$ cat src/rtl/div_seq.sv
// div_seq: sequential unsigned divider by repeated subtraction.
// A small FSM drives a shared add/sub datapath (regs A/B, ALU z = A-B or A+B).
// Ports:
//   clk, rst_n          - clock, asynchronous active-low reset
//   start               - division request (ignored while busy)
//   dividend, divisor   - N-bit unsigned operands, sampled with start
//   busy                - high while a division is in progress
//   valid               - one-cycle pulse, quot/rem updated
//   err                 - one-cycle pulse, request rejected
//   quot, rem           - registered quotient and remainder

// Add/sub Mealy datapath: A/B registers with input muxes and a shared ALU.
module addsub_dp #(
    parameter int unsigned N = 32
) (
    input  logic         clk,
    input  logic [N-1:0] x,
    input  logic [N-1:0] y,
    input  logic         mux1ctl,
    input  logic         mux2ctl,
    input  logic         aluctl,
    input  logic         en_a,
    input  logic         en_b,
    output logic [N-1:0] z
);

    logic [N-1:0] a_q;
    logic [N-1:0] b_q;
    logic [N-1:0] a_d;
    logic [N-1:0] b_d;

    // ALU and register input muxes
    always_comb begin
        z   = aluctl ? (a_q - b_q) : (a_q + b_q);
        a_d = mux1ctl ? z : x;
        b_d = mux2ctl ? z : y;
    end

    // Operand registers carry no reset; every accepted start reloads both.
    always_ff @(posedge clk) begin
        if (en_a) a_q <= a_d;
        if (en_b) b_q <= b_d;
    end

endmodule

module div_seq #(
    parameter int unsigned N = 32
) (
    input  logic         clk,
    input  logic         rst_n,
    input  logic         start,
    input  logic [N-1:0] dividend,
    input  logic [N-1:0] divisor,
    output logic         busy,
    output logic         valid,
    output logic         err,
    output logic [N-1:0] quot,
    output logic [N-1:0] rem
);

    typedef enum logic [1:0] {
        IDLE = 2'd0,
        SUB  = 2'd1,
        CLRB = 2'd2,
        FIN  = 2'd3
    } state_t;

    state_t       state;
    state_t       state_d;
    logic [N-1:0] qcnt;
    logic [N-1:0] qcnt_d;
    logic [N-1:0] quot_d;
    logic [N-1:0] rem_d;
    logic         valid_d;
    logic         err_d;
    logic         busy_d;

    logic         mux1ctl;
    logic         mux2ctl;
    logic         aluctl;
    logic         en_a;
    logic         en_b;
    logic [N-1:0] dp_y;
    logic [N-1:0] z;
    logic         operands_ok;

    // Operands must have clear MSBs so z[N-1] of A-B is a valid A>=B flag.
    assign operands_ok = (divisor != '0) && !dividend[N-1] && !divisor[N-1];

    // B is cleared through y in CLRB so FIN reads the remainder as A+0.
    assign dp_y = (state == CLRB) ? '0 : divisor;

    addsub_dp #(.N(N)) u_dp (
        .clk     (clk),
        .x       (dividend),
        .y       (dp_y),
        .mux1ctl (mux1ctl),
        .mux2ctl (mux2ctl),
        .aluctl  (aluctl),
        .en_a    (en_a),
        .en_b    (en_b),
        .z       (z)
    );

    // Next-state, next-output and datapath control
    always_comb begin
        state_d = state;
        qcnt_d  = qcnt;
        quot_d  = quot;
        rem_d   = rem;
        valid_d = 1'b0;
        err_d   = 1'b0;
        en_a    = 1'b0;
        en_b    = 1'b0;
        mux1ctl = 1'b0;
        mux2ctl = 1'b0;
        aluctl  = 1'b0;

        unique case (state)
            IDLE: begin
                if (start) begin
                    if (operands_ok) begin
                        en_a    = 1'b1;
                        en_b    = 1'b1;
                        qcnt_d  = '0;
                        state_d = SUB;
                    end else begin
                        err_d = 1'b1;
                    end
                end
            end
            SUB: begin
                aluctl = 1'b1;
                if (!z[N-1]) begin
                    en_a    = 1'b1;
                    mux1ctl = 1'b1;
                    qcnt_d  = qcnt + N'(1);
                end else begin
                    state_d = CLRB;
                end
            end
            CLRB: begin
                en_b    = 1'b1;
                state_d = FIN;
            end
            FIN: begin
                rem_d   = z;
                quot_d  = qcnt;
                valid_d = 1'b1;
                state_d = IDLE;
            end
            default: state_d = IDLE;
        endcase

        busy_d = (state_d != IDLE);
    end

    // State and output registers
    always_ff @(posedge clk or negedge rst_n) begin
        if (!rst_n) begin
            state <= IDLE;
            qcnt  <= '0;
            quot  <= '0;
            rem   <= '0;
            valid <= 1'b0;
            err   <= 1'b0;
            busy  <= 1'b0;
        end else begin
            state <= state_d;
            qcnt  <= qcnt_d;
            quot  <= quot_d;
            rem   <= rem_d;
            valid <= valid_d;
            err   <= err_d;
            busy  <= busy_d;
        end
    end

endmodule
$ cat config.mk
export PLATFORM = sky130hd
export DESIGN_NAME = div_seq
export DESIGN_NICKNAME = d
export VERILOG_FILES = /design/src/rtl/div_seq.sv
export SDC_FILE = /design/constraint.sdc
export NUM_CORES = 1
export LEC_CHECK = 0
export CAP_MARGIN = 15
export CORE_UTILIZATION = 30
export CTS_CLUSTER_DIAMETER = 50
export CTS_CLUSTER_SIZE = 16
export DETAILED_ROUTE_END_ITERATION = 6
export HOLD_SLACK_MARGIN = 0.08
export MAX_ROUTING_LAYER = met4
export PLACE_DENSITY_LB_ADDON = 0.2
export SLEW_MARGIN = 20
export SYNTH_ARGS = -nofsm -noshare
export SYNTH_HDL_FRONTEND = slang
export SYNTH_HIERARCHICAL = 1
export SYNTH_SLANG_ARGS = --single-unit
export TNS_END_PERCENT = 10
$ cat constraint.sdc
create_clock -name clk -period 5.2 [get_ports clk]
set_input_delay 1.04 -clock clk [delete_from_list [all_inputs] [get_ports clk]]
set_output_delay 1.04 -clock clk [all_outputs]
set_load 0.005 [all_outputs]
### Word level (Yosys, flattened, before mapping)

Index checks and enable logic that the tools add are counted.

| operators by class | value |
|---|---|
| multipliers | 0 |
| magnitude comparators | 0 |
| equality and inequality tests | 6 |
| reductions and logical operators | 9 |
| mux-type cells | 21 |
| $add $sub $neg | 3 |
| shift operators | 0 |
| div/mod/pow operators | 0 |
| bitwise gates (word level) | 0 |

Operators by type and width:

| kind | count |
|---|---|
| $mux 32 | 5 |
| $pmux 32 s2 | 1 |
| $add 32x1->32 const B | 1 |
| $add 32x32->32 | 1 |
| $reduce_bool 32->1 | 1 |
| $sub 32x32->32 | 1 |
| $mux 1 | 9 |
| $pmux 2 s4 | 1 |
| $mux 2 | 3 |
| $ne 2x2->1 const B | 3 |
| $eq 2x2->1 const B | 2 |
| $pmux 1 s2 | 2 |
| $reduce_and 4->1 | 1 |
| $reduce_bool 2->1 | 2 |
| $eq 2x1->1 const B | 1 |
| $logic_and 1x1->1 | 2 |
| $logic_not 1->1 | 2 |
| $logic_not 2->1 | 1 |

| word-level totals | value |
|---|---|
| register bits | 165 |
| bits in latches | 0 |
| memories | 0 |
| bits in read-only memories | 0 |
| RAM bits | 0 |
| logic and storage cells | 48 |

### Depth between registers and ports, before layout

Gate-level depths: netlist of the first run.

| logic depth | value |
|---|---|
| word-level depth | 7 |
| mapped depth | 26 |
| mapped depth without buffers | 22 |

### Hierarchy

Netlist of the first run, hierarchy kept.

Modules (own cells, without submodules):

| module | sequential area each (um^2) | times used | area each (um^2) | cells each |
|---|---|---|---|---|
| addsub_dp | 1,921.8 | 1 | 5,666.7 | 630 |
| div_seq | 2,527.4 | 1 | 4,725.8 | 430 |

### Least setup slack after synthesis of the first run

OpenSTA, ideal clock, no wires.

| timing | value |
|---|---|
| path type | reg2reg |
| start point | register u_dp.b_q[17] |
| end point | register u_dp.a_q[10] (data pin) |
| library setup time | 0.260 ns |
| slack | -0.195 ns |
| clock period less this slack | 5.395 ns |
| required time | 4.940 ns |
| arrival | 5.135 ns |
| stages on the path, launching flop included | 21 |
| buffers on the path | 5 |
| path through | edfxtp_1 -> or4_4 -> nor4_4 -> nand4b_1 -> nor3_1 -> a21oi_1 -> xnor2_1 -> ha_1 -> clkbuf_1 -> nand4_1 -> o21a_1 -> a31o_2 -> a31oi_1 -> nor2_1 -> nand2b_1 -> buf_2 -> inv_1 -> clkbuf_1 -> clkbuf_1 -> buf_1 -> mux2_2 |

| between the ends | value |
|---|---|
| word-level cells in the longest chain between the ends | 5 |
| elaborated cells between the ends (all ways) | 6 |
| those cells by class | add/sub: 2; mux: 4 |

Ends and longest elaborated chain:

| item | line | text |
|---|---|---|
| from (decl) | 28 | `logic [N-1:0] b_q;` |
| from (signal assigned) | 42 | `if (en_b) b_q <= b_d;` |
| $add 32x32->32 or $sub 32x32->32 (tied branches) | 34 | `z = aluctl ? (a_q - b_q) : (a_q + b_q);` |
| $mux 32 * | 34 |  |
| named net z[31] | 85 | `logic [N-1:0] z;` |
| $mux 1 * | 135 | `if (!z[N-1]) begin` |
| $mux 1 * | 120 | `unique case (state)` |
| named net mux1ctl | 79 | `logic mux1ctl;` |
| $mux 32 * | 35 | `a_d = mux1ctl ? z : x;` |
| named net u_dp.a_d[10] | 29 | `logic [N-1:0] a_d;` |
| to (signal assigned) | 41 | `if (en_a) a_q <= a_d;` |
| to (decl) | 27 | `logic [N-1:0] a_q;` |

Mark *: on every way through the listed nets, which the timed path passes. The rest lies on a longest branch.
A chain may end at the register's enable or synchronous reset.

### Final worst setup path of the first run

| timing | value |
|---|---|
| start point | register u_dp.b_q[3] |
| end point | register u_dp.a_q[26] (data pin) |

| between the ends | value |
|---|---|
| word-level cells in the longest chain between the ends | 5 |
| elaborated cells between the ends (all ways) | 6 |
| those cells by class | add/sub: 2; mux: 4 |

Ends and longest elaborated chain:

| item | line |
|---|---|
| $add 32x32->32 or $sub 32x32->32 (tied branches) | 34 |
| $mux 32 * | 34 |
| named net z[31] | 85 |
| $mux 1 * | 135 |
| $mux 1 * | 120 |
| $mux 32 * | 35 |
| named net u_dp.a_d[26] | 29 |

Marks and branches as above.

==> impl_metrics.prom, run 1 <==
# TYPE chip_impl_metric gauge
chip_impl_info{name="run_status",value="completed"} 1
chip_impl_metric{name="cp_data_arrival_time",unit="ps"} 5100
chip_impl_metric{name="max-cap-violations",unit=""} 0
chip_impl_metric{name="cts_resized",unit=""} 0
chip_impl_metric{name="async_flop_share",unit=""} 0.612
chip_impl_metric{name="finalCriticalPeriod",unit="ps"} 4810
chip_impl_metric{name="syn-instance-count",unit=""} 1060
chip_impl_metric{name="worst_skew_pair.late_latency",unit="ps"} 450
chip_impl_info{name="cpMaxStageDelayCell",value="or3_1"} 1
chip_impl_metric{name="syn2layout_area_growth",unit="%"} 24.5
chip_impl_metric{name="synth_mux_area_frac",unit=""} 0.105
chip_impl_metric{name="finish.net_count",unit=""} 1292
chip_impl_metric{name="remaining_drc_errors",unit=""} 0
chip_impl_metric{name="critPathMaxStageDelay",unit="ps"} 470
chip_impl_info{name="rsz0062_at_grt",value="false"} 1
chip_impl_metric{name="grt_start_max_net_pins",unit=""} 74
chip_impl_metric{name="totalNegativeSetupSlack",unit="ps"} 0
chip_impl_metric{name="die_height",unit="µm"} 188
chip_impl_metric{name="final_min_period_over_clock_period",unit=""} 0.926
chip_impl_metric{name="htreeDepth",unit=""} 4
chip_impl_metric{name="number_of_i_o_pins",unit=""} 134
chip_impl_info{name="worstHoldPathType",value="reg2reg"} 1
chip_impl_metric{name="number_of_flops_mapped_to_enable_cells_by_yosys",unit=""} 64
chip_impl_metric{name="finalWeightedCongestion",unit=""} 0.915
chip_impl_metric{name="initial_core_util",unit=""} 0.308
chip_impl_info{name="largest_family_of_logic_cells_by_synthesized_area",value="simple AND/OR/NAND/NOR gates"} 1
chip_impl_info{name="synth_flop_cell",value="dfrtp_1"} 1
chip_impl_metric{name="grt_pass1_vias",unit=""} 8584
chip_impl_info{name="startpoint_type",value="flip-flop"} 1
chip_impl_metric{name="grt_use_total",unit=""} 0.198
chip_impl_info{name="layout_commonest_cell",value="clkdlybuf4s50_1"} 1
chip_impl_metric{name="ant_nets",unit=""} 0
chip_impl_metric{name="synth_seq_area_share",unit=""} 0.428
chip_impl_metric{name="drt_pass1_iterations",unit=""} 5
chip_impl_metric{name="register_cell_area_after_layout",unit="mm²"} 0.00445
chip_impl_metric{name="die_area",unit="mm²"} 0.0354
chip_impl_metric{name="synth_xor_xnor_area_share",unit=""} 0.0405
chip_impl_info{name="layout.cells.most_common_list",value="clkdlybuf4s50_1 (132), dfrtp_1 (101), nand2_1 (93), mux2_2 (85)"} 1
chip_impl_metric{name="postSynthRegisterBits",unit=""} 165
chip_impl_metric{name="post_synth_and_or_nand_nor_area_fraction",unit=""} 0.196
chip_impl_info{name="tritoncts_clock_tree",value="yes"} 1
chip_impl_metric{name="finalMaxSlewViolations",unit=""} 0
chip_impl_metric{name="finalSetupViolCount",unit=""} 0
chip_impl_metric{name="route.detailed.wl_per_inst",unit="µm"} 20.0
chip_impl_metric{name="area_fraction_in_compound_gates_after_synthesis",unit=""} 0.152
chip_impl_metric{name="post_synth_fa_ha_maj_area_fraction",unit=""} 0.0417
chip_impl_metric{name="multiInputGateArea",unit="mm²"} 0.00559
chip_impl_metric{name="timing.critical_path.required",unit="ps"} 5490
chip_impl_metric{name="cp_max_fo",unit=""} 26
chip_impl_metric{name="clkSlewWorstSetupHoldPaths",unit="ps"} 80
chip_impl_metric{name="drive_above_1_share",unit=""} 0.151
chip_impl_info{name="worstSetupPathType",value="reg2reg"} 1
chip_impl_metric{name="dp.final_hpwl",unit="mm"} 24.8
chip_impl_metric{name="maximum_clock_insertion_buffer_count",unit=""} 2
chip_impl_metric{name="skew",unit="ps"} 17.7
chip_impl_metric{name="finalHoldViolations",unit=""} 0
chip_impl_metric{name="antenna_violations_before_repair",unit=""} 1
chip_impl_metric{name="core_region_area",unit="mm²"} 0.0338
chip_impl_metric{name="final.fill_count",unit=""} 3344
chip_impl_metric{name="cts.hold.buffers_added",unit=""} 0
chip_impl_info{name="path_common_cell",value="o211ai_1"} 1
chip_impl_metric{name="grt_pass1_wl",unit="mm"} 51.6
chip_impl_metric{name="grt.overflow.total",unit=""} 0
chip_impl_metric{name="syn_nets",unit=""} 1161
chip_impl_metric{name="numClockSinks",unit=""} 165
chip_impl_metric{name="via_count",unit=""} 8660
chip_impl_metric{name="worstMarginPinSlew",unit="ps"} 980
chip_impl_metric{name="rows",unit=""} 67
chip_impl_info{name="critical_path.cell_chain",value="or3_1, nor3_2, buf_4, a21oi_1, xnor2_1, ha_1, a21o_1, o21bai_1, a221o_1, o211ai_1, and4_1, nor2_1, nand2b_1, inv_2, buf_6, nand2_1, or4_1, o211ai_1"} 1
chip_impl_metric{name="portBuffers",unit=""} 133
chip_impl_metric{name="syn_area",unit="mm²"} 0.0104
chip_impl_metric{name="max_clock_freq",unit="GHz"} 0.208
chip_impl_info{name="worstSetupEndpointType",value="flip-flop"} 1
chip_impl_metric{name="viasPerCell",unit=""} 5.24
chip_impl_metric{name="yosys.cell_types.count",unit=""} 76
chip_impl_metric{name="syn-mean-instance-area",unit="µm²"} 9.80
chip_impl_metric{name="warnings_synthesis",unit=""} 6
chip_impl_metric{name="route.final.wire_length",unit="mm"} 33.1
chip_impl_metric{name="slew_headroom",unit=""} 0.346
chip_impl_metric{name="postCtsSetupBuffers",unit=""} 0
chip_impl_metric{name="fp.dieW",unit="µm"} 188
chip_impl_info{name="cts.root.buffer_cell",value="clkbuf_16"} 1
chip_impl_metric{name="tritoncts.num_buffers",unit=""} 17
chip_impl_metric{name="detail_route.iter0.violations",unit=""} 610
[cell type report]
class,count,share of cell area
multi-input combinational,802,0.432
sequential,165,0.344
timing repair buffer,168,0.124
tap,448,0.0433
clock buffer,17,0.0329
clock inverter,15,0.0124
inverter,37,0.0107
antenna,1,0.000193
[critical path, delay by kind of cell (launching register included)]
| kind | cells | cell delay [ps] |
|---|---|---|
| AOI/OAI and AO/OA | 6 | 1320 |
| adders and majority gates | 1 | 340 |
| buffers and inverters | 3 | 540 |
| and+or+nand+nor | 7 | 1830 |
| DFF | 1 | 430 |
| xor gates and xnor gates | 1 | 140 |
[Yosys cell counts, types with 6 or more instances]
| cell | count | area [µm²] |
|---|---|---|
| or4_1 | 15 | 113 |
| nor3_1 | 30 | 150 |
| nand2b_1 | 8 | 50.1 |
| and2_1 | 42 | 263 |
| o211ai_1 | 17 | 128 |
| a31oi_1 | 9 | 56.3 |
| dfrtp_1 | 101 | 2530 |
| xor2_1 | 10 | 87.6 |
| a21o_1 | 11 | 82.6 |
| nor2_1 | 64 | 240 |
| inv_1 | 37 | 139 |
| o21ai_0 | 36 | 180 |
| xnor2_1 | 38 | 333 |
| or3_1 | 8 | 50.1 |
| ha_1 | 33 | 413 |
| nand3_1 | 57 | 285 |
| a21oi_1 | 59 | 295 |
| o21a_1 | 17 | 128 |
| buf_2 | 13 | 65.1 |
| and3_1 | 6 | 37.5 |
| nor4_1 | 13 | 81.3 |
| clkbuf_1 | 35 | 131 |
| nand4_1 | 25 | 156 |
| mux2i_1 | 13 | 130 |
| nand2_1 | 94 | 353 |
| mux2_2 | 85 | 957 |
| o31ai_1 | 24 | 180 |
| edfxtp_1 | 64 | 1920 |
[flip-flops by register name (all words and copies together), names as in the netlist]
name,cells
busy,1
err,1
qcnt,32
quot,32
rem,32
state,2
u_dp/a_q,32
u_dp/b_q,32
valid,1
[path summary, 6_finish.rpt]
path	slack, ps	to	from	cells past startpoint
min in group asynchronous	530	err	rst_n	1
setup / recovery	390	u_dp/a_q[26]	u_dp/b_q[3]	18
hold reg to reg	500	quot[14]	quot[14]	2
hold / removal	500	quot[14]	quot[14]	2
setup reg to reg	390	u_dp/a_q[26]	u_dp/b_q[3]	18
max in group asynchronous	3730	qcnt[25]	rst_n	2
[per-layer routing]
layer	global-route usage	up-vias	routed length (µm)
met5	-	-	0
met4	0.0610	0	735
met3	0.0296	35	1340
met2	0.321	208	16000
met1	0.253	4199	15000
li1	-	4218	-
[metrics by stage]
stage                     cell area [µm²]  std cells  hold WS [ps]   util  worst slack [ps]
after floorplan                     10400       1060           462      -              41.3
after global placement              12300       1620           472  0.365               286
after detailed placement            12300       1620           477  0.365              85.4
after CTS                           12900       1652           497  0.382              57.1
after global routing                12900       1653           521  0.383              1.35
final                               12900       1653           495  0.383               386
[logic make-up (layout without fill, tap and decap cells)]
kind of cell / count (synthesis) / in the layout
buffers and inverters: 93 / 237
other: 1 / 2
and+or+nand+nor: 388 / 388
muxes: 98 / 98
adders and majority gates: 34 / 34
DFF: 165 / 165
AOI/OAI and AO/OA: 233 / 233
xor gates and xnor gates: 48 / 48
Power of run 1 is not shown: default switching activity piles up to over one toggle a cycle in this logic, so the estimate is an artifact.
==> run 2: changes to the inputs <==
GPL_TIMING_DRIVEN = 0   (was default)
==> run 2 against run 1 <==
Routed wire length grew 9.3%; utilization grew 2.4 points; sequential cell count is the same; critical endpoint is now u_dp/a_q[20].
==> impl_metrics.prom, run 2 (synthesis gave the netlist of run 1 again) <==
# TYPE chip_impl_metric gauge
chip_impl_info{name="critical_path.reg2reg.startpoint",value="u_dp/b_q[15]"} 1
chip_impl_metric{name="ant_nets",unit=""} 0
chip_impl_info{name="startpoint_type",value="flip-flop"} 1
chip_impl_metric{name="fp.dieW",unit="µm"} 188
chip_impl_metric{name="route.final.wire_length",unit="mm"} 36.2
chip_impl_metric{name="antenna_violations_before_repair",unit=""} 1
chip_impl_metric{name="grt_use_total",unit=""} 0.213
chip_impl_metric{name="via_count",unit=""} 9134
chip_impl_metric{name="remaining_drc_errors",unit=""} 0
chip_impl_metric{name="initial_core_util",unit=""} 0.308
chip_impl_metric{name="number_of_i_o_pins",unit=""} 134
chip_impl_metric{name="final_min_period_over_clock_period",unit=""} 0.961
chip_impl_metric{name="rows",unit=""} 67
chip_impl_metric{name="r2r.worst_path.cells",unit=""} 23
chip_impl_info{name="layout.cells.most_common_list",value="clkdlybuf4s50_1 (132), dfrtp_1 (101), mux2_2 (85), nand2_1 (82), edfxtp_1 (64)"} 1
chip_impl_metric{name="drive_above_1_share",unit=""} 0.201
chip_impl_info{name="timing.critical_path.to",value="u_dp/a_q[20]"} 1
chip_impl_info{name="layout_commonest_cell",value="clkdlybuf4s50_1"} 1
chip_impl_metric{name="cp_data_arrival_time",unit="ps"} 5160
chip_impl_info{name="worstHoldPathType",value="in2async"} 1
chip_impl_metric{name="die_height",unit="µm"} 188
chip_impl_metric{name="htreeDepth",unit=""} 4
chip_impl_info{name="worstSetupEndpointType",value="flip-flop"} 1
chip_impl_metric{name="preCtsSetupSlack",unit="ps"} -2790
chip_impl_metric{name="finish.net_count",unit=""} 1336
chip_impl_metric{name="max_clock_freq",unit="GHz"} 0.200
chip_impl_metric{name="timing.critical_path.required",unit="ps"} 5370
chip_impl_metric{name="finalCriticalPeriod",unit="ps"} 5000
chip_impl_info{name="reg2reg_to",value="u_dp/a_q[20]"} 1
chip_impl_metric{name="portBuffers",unit=""} 133
chip_impl_metric{name="multiInputGateArea",unit="mm²"} 0.00595
chip_impl_metric{name="skew",unit="ps"} 13.0
chip_impl_metric{name="viasPerCell",unit=""} 5.38
chip_impl_info{name="cpMaxStageDelayCell",value="or4_4"} 1
chip_impl_metric{name="finalWeightedCongestion",unit=""} 0.907
chip_impl_info{name="run_status",value="completed"} 1
chip_impl_metric{name="worstMarginPinSlew",unit="ps"} 856
chip_impl_metric{name="numClockSinks",unit=""} 165
chip_impl_info{name="rsz0062_at_grt",value="false"} 1
chip_impl_info{name="cts.root.buffer_cell",value="clkbuf_16"} 1
chip_impl_metric{name="grt_pass1_vias",unit=""} 9043
chip_impl_metric{name="dp.final_hpwl",unit="mm"} 26.7
chip_impl_metric{name="finalMaxSlewViolations",unit=""} 0
chip_impl_metric{name="maximum_clock_insertion_buffer_count",unit=""} 2
chip_impl_metric{name="grt_pass1_wl",unit="mm"} 55.0
chip_impl_metric{name="tritoncts.num_buffers",unit=""} 17
chip_impl_metric{name="syn2layout_area_growth",unit="%"} 32.1
chip_impl_metric{name="drt_pass1_iterations",unit=""} 5
chip_impl_metric{name="detail_route.iter0.violations",unit=""} 651
chip_impl_metric{name="clkSlewWorstSetupHoldPaths",unit="ps"} 70
chip_impl_metric{name="worst_skew_pair.late_latency",unit="ps"} 450
chip_impl_metric{name="fin_worst_hold_slack",unit="ps"} 459
chip_impl_info{name="worstSetupPathType",value="reg2reg"} 1
chip_impl_metric{name="final.fill_count",unit=""} 3276
chip_impl_metric{name="regToRegSetupSlack",unit="ps"} 200
chip_impl_info{name="critical_path.cell_chain",value="or4_4, nor4_4, nand4b_1, nor3_4, a21oi_2, xnor2_1, ha_1, buf_8, nand4_1, nor3_4, o211ai_1, buf_4, and4_4, nor2_4, nand2b_4, inv_8, clkbuf_16, clkinvlp_4, clkbuf_16, buf_4, nor2_1, o21ai_0, o311ai_1"} 1
chip_impl_info{name="crit_family",value="simple AND/OR/NAND/NOR gates"} 1
chip_impl_metric{name="cp_max_fo",unit=""} 6
chip_impl_metric{name="layout_setup_ws",unit="ps"} 205
chip_impl_metric{name="slew_headroom",unit=""} 0.429
chip_impl_metric{name="route.detailed.wl_per_inst",unit="µm"} 21.3
chip_impl_metric{name="core_region_area",unit="mm²"} 0.0338
chip_impl_metric{name="critPathMaxStageDelay",unit="ps"} 540
chip_impl_metric{name="max-cap-violations",unit=""} 0
chip_impl_info{name="tritoncts_clock_tree",value="yes"} 1
chip_impl_metric{name="register_cell_area_after_layout",unit="mm²"} 0.00445
chip_impl_metric{name="grt.overflow.total",unit=""} 0
chip_impl_metric{name="path_buf_inv",unit=""} 7
chip_impl_metric{name="finalHoldViolations",unit=""} 0
chip_impl_info{name="setup.worst_path.start",value="u_dp/b_q[15]"} 1
chip_impl_metric{name="cp.depth",unit=""} 23
chip_impl_metric{name="finalSetupViolCount",unit=""} 0
chip_impl_metric{name="die_area",unit="mm²"} 0.0354
chip_impl_metric{name="grt_start_max_net_pins",unit=""} 75
==> run 2: changes by cell type in the layout (fill, tap and decap cells not counted), moves of 6 or more <==
cell,delta
o31ai_1,-9
nand2_4,+7
clkbuf_16,+7
buf_4,-6
clkbuf_1,+19
o31ai_4,+6
nand2_1,-11
buf_2,+11
==> run 2: worst reg2reg max path, delay by kind of cell, from the launching register on <==
family,cells,cell delay (ps)
flip-flops,1,450
AO/OA/AOI/OAI,4,450
AND/OR/NAND/NOR,10,2370
XOR/XNOR,1,150
adder cells (fa/ha/maj),1,340
buffers and inverters,7,950
==> run 2: layout make-up <==
type                    instances  share of cell area
diodes                          1            0.000182
plain buffers                  49              0.0262
clock buffers                  18              0.0320
clock inverters                14              0.0114
inverters                      37              0.0116
multi-input cells             802               0.433
flip-flops and latches        165               0.324
well taps                     448              0.0408
repair buffers                163               0.121
==> run 2: metrics by stage <==
stage               area, µm²  cells   util  setup TNS, ps
global route            13700   1697  0.406              0
detailed placement      12400   1644  0.366        -162420
global placement        12300   1641  0.364        -322710
finish                  13700   1697  0.406              0
floorplan               10400   1060      -              0
CTS                     13600   1693  0.403           -955
==> run 2: worst min path at each step <==
stage	end	cells past startpoint
after floorplan	qcnt[31]	1
after global placement	quot[15]	2
after detailed placement	quot[19]	2
after CTS	rem[8]	1
after global routing	rem[8]	1
final	rem[8]	1
==> run 2: routing by layer <==
layer,global-route usage,part of all wire
met5,-,0
met4,0.0813,0.037
met3,0.0299,0.044
met2,0.341,0.48
met1,0.270,0.44
==> run 2: timing repair <==
action | 4_1_cts | 5_1_grt
buffers inserted | 18 | 6
hold buffers | 0 | 0
setup endpoints to repair | 112 | 85
endpoints found under the hold margin | 0 | 0
cloned | 3 | 0
gates resized for setup | 106 | 27
pin swaps | 26 | 19
Power of run 2 is left out for the same reason.
==> run 3: changes to the inputs <==
CTS_CLUSTER_SIZE = 24   (was 16)
SYNTH_HIERARCHICAL = default   (was 1)
==> run 3 against run 2 <==
First-iteration DRC count is 34% lower; final area fell by 13%; global-route usage is 2.7 points lower; sequential share of layout area grew 5.0 points; utilization fell by 1.7 points; sequential cell count unchanged; clock-buffer cell count is 1 lower; maximum frequency increased by 0.77%; area after synthesis fell by 11%.
==> impl_metrics.prom, run 3 <==
# TYPE chip_impl_metric gauge
chip_impl_info{name="run_status",value="completed"} 1
chip_impl_metric{name="placement.cell_area",unit="mm²"} 0.0112
chip_impl_metric{name="route.detailed.wl_per_inst",unit="µm"} 18.9
chip_impl_metric{name="finish.net_count",unit=""} 1131
chip_impl_metric{name="netSwitchingPower",unit="mW"} 4.17
chip_impl_info{name="synth.largest_area_cell",value="dfrtp_1"} 1
chip_impl_info{name="path_common_cell",value="nand2_1"} 1
chip_impl_metric{name="skew",unit="ps"} 19.0
chip_impl_metric{name="worst_skew_pair.late_latency",unit="ps"} 440
chip_impl_metric{name="clkSlewWorstSetupHoldPaths",unit="ps"} 80
chip_impl_metric{name="drt_pass1_iterations",unit=""} 6
chip_impl_metric{name="numClockSinks",unit=""} 165
chip_impl_info{name="worstSetupPathType",value="reg2reg"} 1
chip_impl_info{name="synthTopCellsByArea",value="dfrtp_1 (27%), edfxtp_1 (21%), mux2_2 (6.4%)"} 1
chip_impl_metric{name="via_count",unit=""} 7144
chip_impl_metric{name="final.fill_count",unit=""} 3024
chip_impl_metric{name="total_power",unit="mW"} 9.28
chip_impl_metric{name="vdd_ir_drop_max",unit="V"} 0.000254
chip_impl_metric{name="cell_internal_power_dissipation",unit="mW"} 5.11
chip_impl_metric{name="finalCriticalPeriod",unit="ps"} 4960
chip_impl_info{name="crit_family",value="simple AND/OR/NAND/NOR gates"} 1
chip_impl_metric{name="syn-mean-instance-area",unit="µm²"} 10.6
chip_impl_info{name="synth_flop_cell",value="dfrtp_1"} 1
chip_impl_info{name="synth_commonest_cells",value="nand2_1 (123), dfrtp_1 (101), edfxtp_1 (64)"} 1
chip_impl_metric{name="grt.overflow.total",unit=""} 0
chip_impl_metric{name="syn_area",unit="mm²"} 0.00930
chip_impl_info{name="cpMaxStageDelayCell",value="or4_1"} 1
chip_impl_metric{name="initial_core_util",unit=""} 0.305
chip_impl_info{name="yosys.cell_count.top_type",value="nand2_1"} 1
chip_impl_metric{name="final_min_period_over_clock_period",unit=""} 0.953
chip_impl_metric{name="maximum_clock_insertion_buffer_count",unit=""} 2
chip_impl_metric{name="grt_start_max_net_pins",unit=""} 76
chip_impl_metric{name="synth_seq_area_share",unit=""} 0.478
chip_impl_metric{name="route.final.wire_length",unit="mm"} 27.2
chip_impl_metric{name="portBuffers",unit=""} 133
chip_impl_metric{name="cts.hold.buffers_added",unit=""} 0
chip_impl_metric{name="antenna_violations_before_repair",unit=""} 2
chip_impl_metric{name="register_cell_area_after_layout",unit="mm²"} 0.00445
chip_impl_metric{name="multiInputGateArea",unit="mm²"} 0.00469
chip_impl_info{name="cts.root.buffer_cell",value="clkbuf_16"} 1
chip_impl_metric{name="final-instance-count-excl-fill",unit=""} 1441
chip_impl_metric{name="drive_above_1_share",unit=""} 0.151
chip_impl_metric{name="postSynthRegisterBits",unit=""} 165
chip_impl_metric{name="viasPerCell",unit=""} 4.96
chip_impl_metric{name="grt_pass1_vias",unit=""} 7190
chip_impl_metric{name="cp_data_arrival_time",unit="ps"} 5060
chip_impl_info{name="worstHoldPathType",value="in2async"} 1
chip_impl_metric{name="max-cap-violations",unit=""} 0
chip_impl_metric{name="max_clock_freq",unit="GHz"} 0.202
chip_impl_metric{name="rows",unit=""} 64
chip_impl_info{name="worstSetupEndpointType",value="flip-flop"} 1
chip_impl_metric{name="dp.final_hpwl",unit="mm"} 20.0
chip_impl_metric{name="grt_use_total",unit=""} 0.186
chip_impl_metric{name="async_flop_share",unit=""} 0.612
chip_impl_metric{name="cell_count_post_placement",unit=""} 1407
chip_impl_metric{name="syn-instance-count",unit=""} 875
chip_impl_metric{name="clkPwrFrac",unit=""} 0.141
chip_impl_metric{name="core_region_area",unit="mm²"} 0.0305
chip_impl_metric{name="yosys.cell_types.count",unit=""} 75
chip_impl_metric{name="p_leak",unit="nW"} 4.73
chip_impl_metric{name="remaining_drc_errors",unit=""} 0
chip_impl_metric{name="detail_route.iter0.violations",unit=""} 428
chip_impl_metric{name="power_frac_seq",unit=""} 0.258
chip_impl_metric{name="finalSetupViolCount",unit=""} 0
chip_impl_metric{name="post-route-cell-area",unit="mm²"} 0.0119
chip_impl_metric{name="grt_pass1_wl",unit="mm"} 42.1
chip_impl_metric{name="yosysTopAreaCellShare",unit=""} 0.272
chip_impl_metric{name="worstMarginPinSlew",unit="ps"} 947
chip_impl_metric{name="finalHoldViolations",unit=""} 0
chip_impl_info{name="tritoncts_clock_tree",value="yes"} 1
chip_impl_metric{name="power.combinational.fraction",unit=""} 0.601
chip_impl_metric{name="path_buf_inv",unit=""} 2
chip_impl_metric{name="number_of_flops_mapped_to_enable_cells_by_yosys",unit=""} 64
chip_impl_metric{name="syn_nets",unit=""} 976
chip_impl_metric{name="finalMaxSlewViolations",unit=""} 0
chip_impl_metric{name="switching_share",unit=""} 0.450
chip_impl_metric{name="power.density",unit="mW/mm²"} 781
chip_impl_metric{name="critPathMaxStageDelay",unit="ps"} 600
chip_impl_metric{name="cp_max_fo",unit=""} 32
chip_impl_metric{name="fp.dieW",unit="µm"} 178
chip_impl_metric{name="slew_headroom",unit=""} 0.369
chip_impl_metric{name="htreeDepth",unit=""} 4
chip_impl_metric{name="timing.critical_path.required",unit="ps"} 5300
chip_impl_metric{name="die_area",unit="mm²"} 0.0317
chip_impl_info{name="critical_path.cell_chain",value="or4_1, nor3_2, nand2_1, nor2_2, nand2_1, o41ai_4, xor2_1, ha_1, nand4_1, or3_1, a211oi_4, mux2_4, a21o_1, buf_6, clkbuf_4, nand2_8"} 1
chip_impl_metric{name="number_of_i_o_pins",unit=""} 134
chip_impl_metric{name="syn2layout_area_growth",unit="%"} 27.9
chip_impl_metric{name="ant_nets",unit=""} 0
chip_impl_metric{name="tritoncts.num_buffers",unit=""} 17
chip_impl_info{name="layout.cells.most_common_list",value="clkdlybuf4s50_1 (132), nand2_1 (121), dfrtp_1 (101), edfxtp_1 (64), xnor2_1 (55)"} 1
chip_impl_metric{name="finalWeightedCongestion",unit=""} 0.880
chip_impl_info{name="startpoint_type",value="flip-flop"} 1
chip_impl_metric{name="die_height",unit="µm"} 178
chip_impl_info{name="layout_commonest_cell",value="clkdlybuf4s50_1"} 1
chip_impl_metric{name="warnings_synthesis",unit=""} 0
run 3: final timing paths:
kind                              from            to  slack, ps  depth (start not counted)
min reg2reg                   qcnt[31]      qcnt[31]        480                          1
max in group asynchronous        rst_n       qcnt[0]       4000                          2
max reg2reg                u_dp.b_q[9]  u_dp.a_q[10]        240                         16
min                              rst_n        rem[3]        480                          1
max                        u_dp.b_q[9]  u_dp.a_q[10]        240                         16
min in group clk              qcnt[31]      qcnt[31]        480                          1
run 3: power by group through the flow:
stage               Clock (mW)  Sequential [mW]  Combinational [mW]
floorplan                    0             2.35                3.79
global placement             0             2.42                5.48
detailed placement           0             2.40                5.58
CTS                       1.34             2.39                5.63
global route              1.39             2.47                6.21
finish                    1.31             2.39                5.58
run 3: logic make-up (layout without fill, tap and decap cells):
logic type               Yosys count  count (layout)  share of synthesized area
multiplexers                      58              58                     0.0701
XOR/XNOR                          73              73                     0.0688
buffers and inverters             59             227                     0.0276
adder cells (fa/ha/maj)           34              34                     0.0466
flip-flops                       165             165                      0.478
other                              0               2                          0
AND/OR/NAND/NOR                  311             311                      0.169
AO/OA/AOI/OAI                    175             175                      0.139
run 3: routing by layer:
layer / vias to the layer above / GRT usage / share of wire
met3: 16 / 0.0320 / 0.041
met5: - / - / 0
li1: 3459 / - / -
met1: 3514 / 0.242 / 0.46
met4: 0 / 0.0452 / 0.013
met2: 155 / 0.299 / 0.48
run 3: cell type report:
cell class              count  share of cell area
clock inverters            15              0.0153
inverters                  29             0.00915
plain buffers              29              0.0126
clock buffers              17              0.0358
flip-flops and latches    165               0.374
multi-input cells         651               0.395
well taps                 396              0.0417
repair buffers            137               0.116
diodes                      2            0.000421
run 3: per-stage QoR:
stage          utilization  setup slack [ps]  hold slack [ps]  setup TNS (ps)
2_1_floorplan            -               187              444               0
3_3_place_gp         0.365             -1620              468         -178850
3_5_place_dp         0.367              -744              465          -24520
4_1_cts              0.388              53.8              474               0
5_1_grt              0.390             -8.71              485            -114
6_report             0.390               243              477               0
run 3: timing repair:
item,CTS,global route
resized for setup,9,12
pin swaps,0,2
setup buffers,0,2
endpoints found under the setup margin,54,50
Power figures use the tool's default switching activity.
